**src/rtl/puf_eval_ctrl_if.sv**
```systemverilog
// Request/response bundle between a PUF evaluation client and puf_eval_ctrl.
// The master side issues requests and presents the PUF responses; the slave is the controller.
interface puf_eval_ctrl_if #(
    parameter int CHALLENGE_WIDTH  = 64,
    parameter int PDL_CONFIG_WIDTH = 128,
    parameter int RESPONSE_WIDTH   = 6,
    parameter int COUNT_WIDTH      = 8
) ();
    logic                        start;
    logic [CHALLENGE_WIDTH-1:0]  challenge_in;
    logic [PDL_CONFIG_WIDTH-1:0] pdl_config_in;
    logic [COUNT_WIDTH-1:0]      num_evals;
    logic                        busy;
    logic                        done;
    logic                        puf_trigger;
    logic                        puf_reset;
    logic [CHALLENGE_WIDTH-1:0]  puf_challenge;
    logic [PDL_CONFIG_WIDTH-1:0] puf_pdl_config;
    logic [RESPONSE_WIDTH-1:0]   puf_raw_response;
    logic                        puf_xor_response;
    logic [RESPONSE_WIDTH-1:0]   voted_response;
    logic                        voted_xor;
    logic [COUNT_WIDTH-1:0]      xor_ones;

    modport master (
        output start, challenge_in, pdl_config_in, num_evals,
        output puf_raw_response, puf_xor_response,
        input  busy, done, puf_trigger, puf_reset, puf_challenge, puf_pdl_config,
        input  voted_response, voted_xor, xor_ones
    );

    modport slave (
        input  start, challenge_in, pdl_config_in, num_evals,
        input  puf_raw_response, puf_xor_response,
        output busy, done, puf_trigger, puf_reset, puf_challenge, puf_pdl_config,
        output voted_response, voted_xor, xor_ones
    );
endinterface

```
**src/rtl/puf_eval_ctrl.sv**
```systemverilog
// Repeated-evaluation PUF controller: arms, fires and samples the PUF N times,
// then reports a per-bit majority vote of the synchronized responses.
module puf_eval_ctrl #(
    parameter int CHALLENGE_WIDTH  = 64,
    parameter int PDL_CONFIG_WIDTH = 128,
    parameter int RESPONSE_WIDTH   = 6,
    parameter int SETTLE_CYCLES    = 15,
    parameter int COUNT_WIDTH      = 8
) (
    input  logic          clk,
    input  logic          reset,
    puf_eval_ctrl_if.slave bus
);
    typedef enum logic [2:0] {IDLE, ARM, FIRE, SAMPLE, DONE} state_t;

    localparam logic [7:0] SETTLE_LAST = 8'(SETTLE_CYCLES - 1);

    state_t                      state_reg, state_next;
    logic [7:0]                  settle_reg;
    logic [COUNT_WIDTH-1:0]      eval_reg;
    logic [COUNT_WIDTH-1:0]      eval_inc;
    logic [COUNT_WIDTH-1:0]      n_reg;
    logic [COUNT_WIDTH-1:0]      xor_cnt_reg;
    logic [COUNT_WIDTH-1:0]      xor_cnt_next;
    logic                        voted_xor_reg;
    logic [CHALLENGE_WIDTH-1:0]  challenge_reg;
    logic [PDL_CONFIG_WIDTH-1:0] pdl_config_reg;
    logic [RESPONSE_WIDTH-1:0]   raw_sync1_reg, raw_sync2_reg;
    logic                        xor_sync1_reg, xor_sync2_reg;
    logic [RESPONSE_WIDTH-1:0]   voted_bits;
    logic                        accept;
    logic                        sample_last;
    logic                        busy, done, puf_trigger, puf_reset;

    assign accept       = (state_reg == IDLE) && bus.start;
    assign eval_inc     = eval_reg + 1'b1;
    assign sample_last  = (state_reg == SAMPLE) && (eval_inc == n_reg);
    assign xor_cnt_next = xor_cnt_reg + COUNT_WIDTH'(xor_sync2_reg);

    always_ff @(posedge clk or posedge reset) begin
        if (reset) begin
            state_reg <= IDLE;
        end else begin
            state_reg <= state_next;
        end
    end

    always_comb begin
        state_next = state_reg;
        case (state_reg)
            IDLE:    if (bus.start) state_next = ARM;
            ARM:     state_next = FIRE;
            FIRE:    if (settle_reg == SETTLE_LAST) state_next = SAMPLE;
            SAMPLE:  state_next = (eval_inc == n_reg) ? DONE : ARM;
            DONE:    state_next = IDLE;
            default: state_next = IDLE;
        endcase
    end

    // Moore outputs: trigger and reset come straight from state, so an
    // asynchronous reset of the state register drops them at once.
    always_comb begin
        busy        = (state_reg != IDLE);
        done        = (state_reg == DONE);
        puf_trigger = (state_reg == FIRE);
        puf_reset   = (state_reg == ARM);
    end

    always_ff @(posedge clk or posedge reset) begin
        if (reset) begin
            raw_sync1_reg <= '0;
            raw_sync2_reg <= '0;
            xor_sync1_reg <= 1'b0;
            xor_sync2_reg <= 1'b0;
        end else begin
            raw_sync1_reg <= bus.puf_raw_response;
            raw_sync2_reg <= raw_sync1_reg;
            xor_sync1_reg <= bus.puf_xor_response;
            xor_sync2_reg <= xor_sync1_reg;
        end
    end

    always_ff @(posedge clk or posedge reset) begin
        if (reset) begin
            settle_reg     <= '0;
            eval_reg       <= '0;
            n_reg          <= '0;
            xor_cnt_reg    <= '0;
            voted_xor_reg  <= 1'b0;
            challenge_reg  <= '0;
            pdl_config_reg <= '0;
        end else if (accept) begin
            settle_reg     <= '0;
            eval_reg       <= '0;
            n_reg          <= (bus.num_evals == '0) ? COUNT_WIDTH'(1) : bus.num_evals;
            xor_cnt_reg    <= '0;
            voted_xor_reg  <= 1'b0;
            challenge_reg  <= bus.challenge_in;
            pdl_config_reg <= bus.pdl_config_in;
        end else begin
            case (state_reg)
                ARM:  settle_reg <= '0;
                FIRE: settle_reg <= settle_reg + 1'b1;
                SAMPLE: begin
                    eval_reg    <= eval_inc;
                    xor_cnt_reg <= xor_cnt_next;
                    if (sample_last) begin
                        voted_xor_reg <= {xor_cnt_next, 1'b0} > {1'b0, n_reg};
                    end
                end
                default: ;
            endcase
        end
    end

    // One vote counter per raw response bit; the vote is taken with the
    // final sample folded in, so the result is ready in the DONE cycle.
    generate
        for (genvar gi = 0; gi < RESPONSE_WIDTH; gi++) begin : g_vote
            logic [COUNT_WIDTH-1:0] cnt_reg;
            logic [COUNT_WIDTH-1:0] cnt_next;
            logic                   vote_reg;

            assign cnt_next       = cnt_reg + COUNT_WIDTH'(raw_sync2_reg[gi]);
            assign voted_bits[gi] = vote_reg;

            always_ff @(posedge clk or posedge reset) begin
                if (reset) begin
                    cnt_reg  <= '0;
                    vote_reg <= 1'b0;
                end else if (accept) begin
                    cnt_reg  <= '0;
                    vote_reg <= 1'b0;
                end else if (state_reg == SAMPLE) begin
                    cnt_reg <= cnt_next;
                    if (sample_last) begin
                        vote_reg <= {cnt_next, 1'b0} > {1'b0, n_reg};
                    end
                end
            end
        end
    endgenerate

    assign bus.busy           = busy;
    assign bus.done           = done;
    assign bus.puf_trigger    = puf_trigger;
    assign bus.puf_reset      = puf_reset;
    assign bus.puf_challenge  = challenge_reg;
    assign bus.puf_pdl_config = pdl_config_reg;
    assign bus.voted_response = voted_bits;
    assign bus.voted_xor      = voted_xor_reg;
    assign bus.xor_ones       = xor_cnt_reg;
endmodule

```
**src/flat_wrapper.sv**
```systemverilog
// flat-port wrapper written by rule: the top's interface ports become plain ports
module puf_eval_ctrl_flat 
#(
    parameter int CHALLENGE_WIDTH  = 64,
    parameter int PDL_CONFIG_WIDTH = 128,
    parameter int RESPONSE_WIDTH   = 6,
    parameter int SETTLE_CYCLES    = 15,
    parameter int COUNT_WIDTH      = 8
)
  (clk, reset, bus_start, bus_challenge_in, bus_pdl_config_in, bus_num_evals, bus_puf_raw_response, bus_puf_xor_response, bus_busy, bus_done, bus_puf_trigger, bus_puf_reset, bus_puf_challenge, bus_puf_pdl_config, bus_voted_response, bus_voted_xor, bus_xor_ones);
  puf_eval_ctrl_if #(.CHALLENGE_WIDTH(CHALLENGE_WIDTH), .PDL_CONFIG_WIDTH(PDL_CONFIG_WIDTH), .RESPONSE_WIDTH(RESPONSE_WIDTH), .COUNT_WIDTH(COUNT_WIDTH)) bus_i ();
  input  logic clk;
  input  logic reset;
  input wire logic [$bits(bus_i.start)-1:0] bus_start;
  input wire logic [$bits(bus_i.challenge_in)-1:0] bus_challenge_in;
  input wire logic [$bits(bus_i.pdl_config_in)-1:0] bus_pdl_config_in;
  input wire logic [$bits(bus_i.num_evals)-1:0] bus_num_evals;
  input wire logic [$bits(bus_i.puf_raw_response)-1:0] bus_puf_raw_response;
  input wire logic [$bits(bus_i.puf_xor_response)-1:0] bus_puf_xor_response;
  output wire logic [$bits(bus_i.busy)-1:0] bus_busy;
  output wire logic [$bits(bus_i.done)-1:0] bus_done;
  output wire logic [$bits(bus_i.puf_trigger)-1:0] bus_puf_trigger;
  output wire logic [$bits(bus_i.puf_reset)-1:0] bus_puf_reset;
  output wire logic [$bits(bus_i.puf_challenge)-1:0] bus_puf_challenge;
  output wire logic [$bits(bus_i.puf_pdl_config)-1:0] bus_puf_pdl_config;
  output wire logic [$bits(bus_i.voted_response)-1:0] bus_voted_response;
  output wire logic [$bits(bus_i.voted_xor)-1:0] bus_voted_xor;
  output wire logic [$bits(bus_i.xor_ones)-1:0] bus_xor_ones;
  assign bus_i.start = bus_start;
  assign bus_i.challenge_in = bus_challenge_in;
  assign bus_i.pdl_config_in = bus_pdl_config_in;
  assign bus_i.num_evals = bus_num_evals;
  assign bus_i.puf_raw_response = bus_puf_raw_response;
  assign bus_i.puf_xor_response = bus_puf_xor_response;
  assign bus_busy = bus_i.busy;
  assign bus_done = bus_i.done;
  assign bus_puf_trigger = bus_i.puf_trigger;
  assign bus_puf_reset = bus_i.puf_reset;
  assign bus_puf_challenge = bus_i.puf_challenge;
  assign bus_puf_pdl_config = bus_i.puf_pdl_config;
  assign bus_voted_response = bus_i.voted_response;
  assign bus_voted_xor = bus_i.voted_xor;
  assign bus_xor_ones = bus_i.xor_ones;
  puf_eval_ctrl #(.CHALLENGE_WIDTH(CHALLENGE_WIDTH), .PDL_CONFIG_WIDTH(PDL_CONFIG_WIDTH), .RESPONSE_WIDTH(RESPONSE_WIDTH), .SETTLE_CYCLES(SETTLE_CYCLES), .COUNT_WIDTH(COUNT_WIDTH)) u_core (.clk(clk), .reset(reset), .bus(bus_i));
endmodule
```
**config.mk**
```make
export PLATFORM = sky130hd
export DESIGN_NAME = puf_eval_ctrl_flat
export DESIGN_NICKNAME = d
export VERILOG_FILES = /design/src/rtl/puf_eval_ctrl_if.sv /design/src/rtl/puf_eval_ctrl.sv /design/src/flat_wrapper.sv
export SDC_FILE = /design/constraint.sdc
export NUM_CORES = 1
export LEC_CHECK = 0
export BUFFER_PORTS_ARGS = -buffer_cell sky130_fd_sc_hd__buf_2
export CAP_MARGIN = 20
export CELL_PAD_IN_SITES_DETAIL_PLACEMENT = 1
export CELL_PAD_IN_SITES_GLOBAL_PLACEMENT = 1
export CORE_MARGIN = 2
export CORE_UTILIZATION = 41
export DETAILED_ROUTE_END_ITERATION = 10
export GPL_ROUTABILITY_DRIVEN = 0
export GPL_TIMING_DRIVEN = 0
export PLACE_DENSITY_LB_ADDON = 0.1
export SLEW_MARGIN = 15
export SYNTH_ARGS = -nofsm -noshare
export SYNTH_HDL_FRONTEND = slang
export SYNTH_SLANG_ARGS = --single-unit
export TNS_END_PERCENT = 1
```
**constraint.sdc**
```tcl
create_clock -name clk -period 18.7 [get_ports clk]
set_clock_uncertainty 0.15 [all_clocks]
set_input_delay 3.74 -clock clk [delete_from_list [all_inputs] [get_ports clk]]
set_output_delay 3.74 -clock clk [all_outputs]
set_load 0.02 [all_outputs]
```
==> impl_metrics.env <==
export IMPL_outcome="complete, no violations"
export IMPL_wl_mm=45.1
export IMPL_synth_area_leaders="dfrtp_1, nand2_1, ha_1"
export IMPL_clkLatencyLatePin_ps=520
export IMPL_drtIter0Drc=421
export IMPL_layout_nets=2254
export IMPL_crit_path_max_incr_delay_ps=340
export IMPL_holdBufCountCts=0
export IMPL_setup_tns_ps=0
export IMPL_min_delay_path_class="reg2reg"
export IMPL_grt_setup_unrepaired="no"
export IMPL_timing_slew_headroom_pct=49.8
export IMPL_die_h_um=185
export IMPL_wl_per_cell_um=18.4
export IMPL_synthArstFlopShare_pct=100
export IMPL_grt_pass1_vias=13200
export IMPL_regArea_mm2=0.00741
export IMPL_syn_nets=1793
export IMPL_initial_core_util_pct=41.5
export IMPL_hold_slack_ps=197
export IMPL_route_met3_wl_mm=2.62
export IMPL_grt_pass1_wl_mm=71.2
export IMPL_yosysSeqAreaShare_pct=55.0
export IMPL_grt_usage_pct=26.6
export IMPL_top_layer="met5"
export IMPL_cts_root_buf="clkbuf_16"
export IMPL_total_power_mw=3.09
export IMPL_peakVddDrop_mv=0.0939
export IMPL_overflow=0
export IMPL_r2r_start="u_core.g_vote[5].cnt_reg[0]$_DFFE_PP0P_"
export IMPL_yosys_warnings=0
export IMPL_cts_tree="built"
export IMPL_p_per_area_mw_per_mm2=178
export IMPL_fin_cells=2449
export IMPL_synth_area_mm2=0.0135
export IMPL_core_rowCount=66
export IMPL_cts_setup_buffers=0
export IMPL_synth_seq_cells=296
export IMPL_crit_chain="clkbuf_1 -> nand2_1 -> inv_1 -> buf_2"
export IMPL_postRouteAntennaNets=0
export IMPL_drv_slew=0
export IMPL_grt_max_degree=93
export IMPL_clk_transition_reported_paths_ps=60
export IMPL_dp_hpwl_mm=33.6
export IMPL_io_pins=421
export IMPL_hold_viol=0
export IMPL_htree_levels=2
export IMPL_cp_max_fo=10
export IMPL_num_vias=12100
export IMPL_period_needed_ps=5710
export IMPL_drc_errors=0
export IMPL_tightest_slew_ps=753
export IMPL_most_common_layout_cells="nand2_1, buf_2, dfrtp_1, ha_1, nand3_1"
export IMPL_cts_made_buffers=36
export IMPL_max_freq_mhz=175
export IMPL_wl_met1_mm=17.9
export IMPL_cp_end_kind="output pin"
export IMPL_detail_route_vias_per_cell=4.96
export IMPL_wl_met2_mm=23.5
export IMPL_yosysUniqueCellTypes=43
export IMPL_antenna_found_initial=12
export IMPL_cts_sinks=296
export IMPL_drive_above_1_share_pct=25.7
export IMPL_die_w_um=185
export IMPL_syn_inst=1517
export IMPL_synth_top_flop_cell="dfrtp_1"
export IMPL_critPathLaunchType="flip-flop"
export IMPL_cpMaxStageDelayCell="clkbuf_1"
export IMPL_portBuffers=420
export IMPL_crit_required_ps=14810
export IMPL_synth_top_cell_by_area="dfrtp_1"
export IMPL_firstDrtPassIters=4
export IMPL_largest_reg_flops=128
export IMPL_critPathArrivalTime_ps=1820
export IMPL_multi_input_area_mm2=0.00567
export IMPL_min_from="u_core.raw_sync1_reg[5]$_DFF_PP0_"
export IMPL_area_growth_pct=28.9
export IMPL_synth_edf_count=0
export IMPL_synth_area_per_cell_um2=8.88
export IMPL_timing_final_crit_share_pct=30.5
export IMPL_final_common_cell="nand2_1"
export IMPL_die_area_mm2=0.0343
export IMPL_drv_cap=0
export IMPL_postCtsResizedCells=0
export IMPL_core_area_mm2=0.0325
export IMPL_cts_buffer_depth=3
export IMPL_critical_path_class="reg2out"
export IMPL_dp_cells=2382
export IMPL_crit_start="u_core.state_reg[1]$_DFFE_PP0P_"
export IMPL_synth_top_area_share_pct=55.0
export IMPL_setup_violations=0
export IMPL_fillCellCount=3997
export IMPL_p_leak_nw=9.70
## layer usage
layer  track usage, %  up-vias
met1             30.9     5986
met3             6.96       79
met4             8.10        8
met2             48.0      278
met5                0        -
li1                 -     5798
## metrics by stage
| stage | util, % | area [um2] | setup slack (ps) |
|---|---|---|---|
| floorplan | - | 13500 | 6630 |
| global placement | 49.7 | 16100 | 2780 |
| detailed placement | 50.0 | 16200 | 13030 |
| CTS | 53.4 | 17300 | 12950 |
| global route | 53.5 | 17400 | 12790 |
| finish | 53.5 | 17400 | 12990 |
## worst paths after layout
| kind | endpoint | slack (ps) | cells after the start |
|---|---|---|---|
| min in group asynchronous | u_core.bus.puf_pdl_config[34]$_DFFE_PP0P_ | 3120 | 2 |
| worst min-delay path | u_core.raw_sync2_reg[5]$_DFF_PP0_ | 200 | 0 |
| worst max-delay path | bus_puf_trigger | 12990 | 4 |
| max in group asynchronous | u_core.state_reg[1]$_DFFE_PP0P_ | 14130 | 4 |
| worst max register to register | u_core.g_vote[5].vote_reg$_DFFE_PP0P_ | 15890 | 9 |
| worst min register to register | u_core.raw_sync2_reg[5]$_DFF_PP0_ | 200 | 0 |
## power breakdown
group | internal [mW] | switching, mW | total [mW]
clock | 0.405 | 0.272 | 0.677
sequential | 0.893 | 0.158 | 1.05
combinational | 0.432 | 0.932 | 1.36
## area by class of cell
| class | instances | area share [%] |
|---|---|---|
| Antenna cell | 8 | 0.115 |
| Buffer | 76 | 1.97 |
| Clock buffer | 57 | 6.40 |
| Clock inverter | 2 | 0.101 |
| Inverter | 13 | 0.324 |
| Multi-Input combinational cell | 1132 | 32.7 |
| Sequential cell | 296 | 42.7 |
| Tap cell | 442 | 3.19 |
| Timing Repair Buffer | 423 | 12.6 |
## logic make-up (layout without fill, tap and decap cells)
kind of cell,Yosys count,in the layout,synth area share (%)
fa+ha+maj,66,66,6.13
other cells,0,8,0
flops,296,296,55.0
xor+xnor,65,65,4.23
simple gates,875,875,25.9
compound gates,117,117,5.17
mux,9,9,0.678
buf+inv,89,571,2.91
## synthesized netlist by cell type (4+ instances only)
cell type    n
a2111oi_0    7
a21boi_0     7
a21oi_1     29
and3_1      16
buf_1        4
buf_2       25
buf_4        7
clkbuf_1    40
dfrtp_1    296
ha_1        66
inv_1       13
mux2i_1      8
nand2_1    712
nand3_1     65
nor2_1      55
nor3_1       8
nor4_1       5
o21ai_0     54
o31ai_1      9
xnor2_1     30
xor2_1      35
## critical path, delay by kind of cell, from the launching register on
| family | cells | cell delay (ps) |
|---|---|---|
| buffers and inverters | 3 | 700 |
| and+or+nand+nor | 1 | 300 |
| DFF | 1 | 310 |
Power figures use the tool's default switching activity.
